$ cat config.mk
export PLATFORM = sky130hd
export DESIGN_NAME = counter_up_down_mod
export DESIGN_NICKNAME = d
export VERILOG_FILES = /design/src/rtl/counter_pkg.sv /design/src/rtl/counter_step_alu.sv /design/src/rtl/counter_up_down_mod.sv
export SDC_FILE = /design/constraint.sdc
export NUM_CORES = 1
export LEC_CHECK = 0
export ABC_AREA = 1
export CAP_MARGIN = 20
export CORE_ASPECT_RATIO = 1.5
export CORE_MARGIN = 10
export CORE_UTILIZATION = 35
export CTS_CLUSTER_SIZE = 25
export DETAILED_ROUTE_END_ITERATION = 8
export PLACE_DENSITY_LB_ADDON = 0.3
export SETUP_SLACK_MARGIN = 0.15
export SLEW_MARGIN = 30
export SYNTH_ARGS = -nofsm -noshare
export SYNTH_HDL_FRONTEND = slang
export SYNTH_HIERARCHICAL = 1
export SYNTH_SLANG_ARGS = --single-unit
$ cat constraint.sdc
create_clock -name clk -period 5.4 [get_ports clk]
set_input_delay 0.81 -clock clk [delete_from_list [all_inputs] [get_ports clk]]
set_output_delay 0.81 -clock clk [all_outputs]
set_load 0.01 [all_outputs]
$ cat src/rtl/counter_pkg.sv
// counter_pkg: boundary-mode constants shared by the counter family
package counter_pkg;
  localparam int CNT_WRAP = 0;
  localparam int CNT_SAT  = 1;
endpackage

$ cat src/rtl/counter_step_alu.sv
// counter_step_alu: one modulo step of count by step_i within [0, max_val_i]; next_o = new value, cross_o = boundary crossed (assumes step_i <= max_val_i, count_i <= max_val_i)
module counter_step_alu #(
  parameter int WIDTH = 8
) (
  input  logic [WIDTH-1:0] count_i,
  input  logic [WIDTH-1:0] step_i,
  input  logic [WIDTH-1:0] max_val_i,
  input  logic             up_i,
  input  logic             sat_i,
  output logic [WIDTH-1:0] next_o,
  output logic             cross_o
);
  logic [WIDTH:0]   sum;
  logic [WIDTH-1:0] wrap_up;
  logic [WIDTH-1:0] wrap_dn;
  always_comb begin
    sum     = {1'b0, count_i} + {1'b0, step_i};
    wrap_up = count_i + step_i - max_val_i - WIDTH'(1);
    wrap_dn = count_i - step_i + max_val_i + WIDTH'(1);
    cross_o = up_i ? (sum > {1'b0, max_val_i}) : (step_i > count_i);
    next_o  = up_i ? (cross_o ? (sat_i ? max_val_i : wrap_up) : sum[WIDTH-1:0])
                   : (cross_o ? (sat_i ? '0 : wrap_dn) : count_i - step_i);
  end
endmodule

$ cat src/rtl/counter_up_down_mod.sv
// counter_up_down_mod: modulo up/down counter with run-time max_val, variable step, load, wrap/saturate, registered ovf/udf pulses and at_max/at_zero flags
module counter_up_down_mod
  import counter_pkg::*;
#(
  parameter int WIDTH      = 8,
  parameter int STEP_WIDTH = 4,
  parameter int SATURATE   = CNT_WRAP
) (
  input  logic                  clk,
  input  logic                  rst,
  input  logic                  en,
  input  logic                  up,
  input  logic [STEP_WIDTH-1:0] step,
  input  logic                  load,
  input  logic [WIDTH-1:0]      load_val,
  input  logic [WIDTH-1:0]      max_val,
  output logic [WIDTH-1:0]      count,
  output logic                  ovf,
  output logic                  udf,
  output logic                  at_max,
  output logic                  at_zero
);
  localparam logic SAT = (SATURATE == CNT_SAT);
  logic [WIDTH-1:0] count_q, count_d, step_ext, step_eff, alu_next;
  logic             ovf_q, ovf_d, udf_q, udf_d, alu_cross, oor, advance;
  always_comb begin
    step_ext = WIDTH'(step);
    step_eff = (step_ext > max_val) ? max_val : step_ext;
    oor      = count_q > max_val;
    advance  = !load && !oor && en;
    count_d  = load ? ((load_val > max_val) ? max_val : load_val)
             : oor ? max_val
             : en ? alu_next : count_q;
    ovf_d    = advance && up && alu_cross;
    udf_d    = advance && !up && alu_cross;
  end
  counter_step_alu #(.WIDTH(WIDTH)) u_alu (
    .count_i  (count_q),
    .step_i   (step_eff),
    .max_val_i(max_val),
    .up_i     (up),
    .sat_i    (SAT),
    .next_o   (alu_next),
    .cross_o  (alu_cross)
  );
  always_ff @(posedge clk or posedge rst) begin
    if (rst) begin
      count_q <= '0;
      ovf_q   <= 1'b0;
      udf_q   <= 1'b0;
    end else begin
      count_q <= count_d;
      ovf_q   <= ovf_d;
      udf_q   <= udf_d;
    end
  end
  assign count   = count_q;
  assign ovf     = ovf_q;
  assign udf     = udf_q;
  assign at_max  = count_q == max_val;
  assign at_zero = count_q == '0;
endmodule

==> results.md <==
| Metric | Reported |
| --- | --- |
| Outcome | completed |
| Max FO, Critical Path | 6 |
| Worst-margin pin slew | 0.544 ns |
| Most frequent cell after synthesis | nand2_1 |
| Final standard cell area without fillers | 4680 sq um |
| Top Usage Layer GRT | met2 |
| Core Footprint | 10100 sq um |
| CTS Sinks | 10 |
| Req. time, crit path | 5.52 ns |
| Vias per Instance | 4.98 |
| Slowest-stage cell, CP | clkdlybuf4s50_1 |
| Total power divided by cell area | 604 nW/um^2 |
| Peak Freq | 199 MHz |
| Die footprint | 14900 sq um |
| Share of cells above drive strength 1 | 0.165 |
| Post-Syn Instances | 579 |
| Post-synth EDFFs | 0 |
| Routed vias | 3934 |
| Residual DRC count | 0 |
| Antenna-violating nets left | 0 |
| Max capacitance violation total | 0 |
| Number of unique standard cell types used by synthesis | 46 |
| Width of the die | 103 microns |
| Time the worst path needs with I/O delays and setup | 5.03 ns |
| Vias in the first global route | 4084 |
| Cell area after synthesis | 3610 sq um |
| Worst hold path type | reg2reg |
| Synthesis Warnings | 6 |
| Area post-placement | 4400 sq um |
| RSZ-0062 raised after global routing | false |
| Commonest cells in the netlist | nand2_1 (162), inv_1 (118), nand3_1 (65) |
| Library cell with the largest summed area after synthesis | ha_1 |
| Met1 usage in global routing | 0.168 |
| Starting Density | 0.356 |
| Global-route wire length before repair | 19800 microns |
| Deepest clock path buffer count | 2 |
| Placed instance count | 781 |
| Category of the worst setup path launch point | primary input |
| Master cell of the clock root buffer | clkbuf_16 |
| Final Instance Count excl. Fillers | 790 |
| Detailed placer's ending HPWL | 10500 microns |
| Fin. Hold Viols | 0 |
| Seq/Total Area, Yosys | 0.0693 |
| Post-detailed-routing wire length | 12400 microns |
| Top flip-flop cell by instance count after synthesis | dfrtp_1 |
| Number of buffer cells added on primary ports | 36 |
| Final weighted congestion in routability-driven placement | 0.929 |
| Fill cell instance count of the final layout | 1079 |
| Met2 track demand over resource | 0.327 |
| WP data arrival | 5.15 ns |
| Critical path capture point type | register |
| Ratio of final minimum period to clock period | 0.932 |
| Clock transition at path regs | 0.04 ns |
| Crit path top cell by count | nand2_1 |
| Critical path's largest stage delay | 0.47 ns |
| Worst R2R Setup Slack | 1.75 ns |
| DR iter-0 viols | 166 |
| CTS Hold Buffers Added | 0 |
| Maximum number of pins on one net before global-route repair | 13 |
| Total CTS buffers | 3 |
| Path type of the worst setup path | in2reg |
| Total congestion overflow after global routing | 0 |
| GRT Resource Usage Total | 0.168 |
| Routing usage on met3 | 0.0119 |
| Total I/O pin count | 37 |
| Final number of setup-violating endpoints | 0 |
| Initial antenna violation count | 0 |
| Diodes inserted | 0 |
| Final number of max-transition violations | 0 |
| Flip-flop and latch count after synthesis | 10 |
| Final Skew | 0.00496 ns |
| Per-instance average area after synthesis | 6.23 sq um |
| Clock tree from TritonCTS | yes |
| Latest clock arrival within the worst-skew pair | 0.24 ns |
| Total iterations of the first detailed-routing run | 4 |
| Top-area cell type share of the netlist area | 0.198 |
| Layout overhead on the synthesized area | 29.6% |
| H-tree depth | 1 |
| Area contributors post-synth | ha_1 (20%), nand2_1 (17%), inv_1 (12%) |
| Static leakage | 2.65 nW |
| Number of nets in the final layout | 767 |
| Die Y-Extent | 144 microns |
| Slew margin rel. | 0.637 |
| Rows | 45 |
| Drt wl/cell | 15.6 microns |
| Async SR Flop Fraction | 1.00 |
| Max VDD drop | 0.269 mV |
-- cells in the final DEF (no fill, tap or decap), types with 13 or more instances in the layout --
cell type,count
nand2_1,158
inv_1,117
nand3_1,64
buf_4,52
ha_1,51
clkdlybuf4s50_1,35
a21oi_1,19
nor2_1,17
o21ai_0,14
conb_1,13
-- critical path: cells and delay by family --
family / cells / cell delay (ns)
compound gates: 6 / 0.89
simple gates: 15 / 1.18
buf+inv: 7 / 1.04
xor+xnor: 1 / 0.26
fa+ha+maj: 3 / 0.94
-- where the power goes --
part / total [mW] / switching, mW / internal (mW)
sequential: 0.210 / 0.103 / 0.107
clock: 0.146 / 0.0345 / 0.111
combinational: 2.47 / 1.41 / 1.06
total: 2.83 / 1.55 / 1.28
-- flip-flops by register name, summed over array words and instances, names as in the netlist --
| signal | cells |
|---|---|
| udf | 1 |
| count | 8 |
| ovf | 1 |
-- repair_timing --
| action | CTS | global route |
|---|---|---|
| endpoints found under the setup margin | 1 | 10 |
| resized for setup | 3 | 36 |
| setup buffers | 1 | 4 |
| pin swaps | 1 | 8 |
-- path summary, 6_finish.rpt --
check,start,endpoint,cells after the start
setup / recovery,max_val[1],count[7]$_DFFE_PP0P_,32
min in group asynchronous,rst,count[5]$_DFFE_PP0P_,2
setup reg to reg,count[0]$_DFFE_PP0P_,count[7]$_DFFE_PP0P_,26
hold / removal,count[6]$_DFFE_PP0P_,count[6]$_DFFE_PP0P_,2
hold reg to reg,count[6]$_DFFE_PP0P_,count[6]$_DFFE_PP0P_,2
max in group asynchronous,rst,count[4]$_DFFE_PP0P_,2
-- stage by stage --
stage	hold WS, ns	setup WS (ns)	util	power, mW	TNS (ns)
6_report	0.660	0.370	0.461	2.83	0
5_1_grt	0.713	0.0400	0.461	3.14	0
4_1_cts	0.668	0.150	0.445	2.68	0
3_5_place_dp	0.663	-0.197	0.434	2.51	-0.306
3_3_place_gp	0.653	-0.194	0.434	2.48	-0.368
2_1_floorplan	0.593	0.860	-	1.75	0
-- metal layers --
layer	up-vias	wire [microns]
met1	1812	4710
li1	2024	-
met2	71	6760
met4	0	641
met5	-	0
met3	27	242
-- logic make-up after synthesis --
logic type / count (synthesis) / synth area share
other: 1 / 0.00104
xor gates and xnor gates: 13 / 0.0315
adders and majority gates: 68 / 0.259
buffers and inverters: 133 / 0.162
and+or+nand+nor: 285 / 0.367
DFF: 10 / 0.0693
AOI/OAI and AO/OA: 69 / 0.110
-- area by class of cell --
cell class                 instances  area, sq um  share of cell area
inverter                         122          463              0.0990
tap                              117          146              0.0313
multi-input combinational        448         2960               0.634
clock buffer                       4         88.8              0.0190
sequential                        10          250              0.0535
timing repair buffer              89          764               0.163
Note: power is estimated with default switching activity, not from simulation.
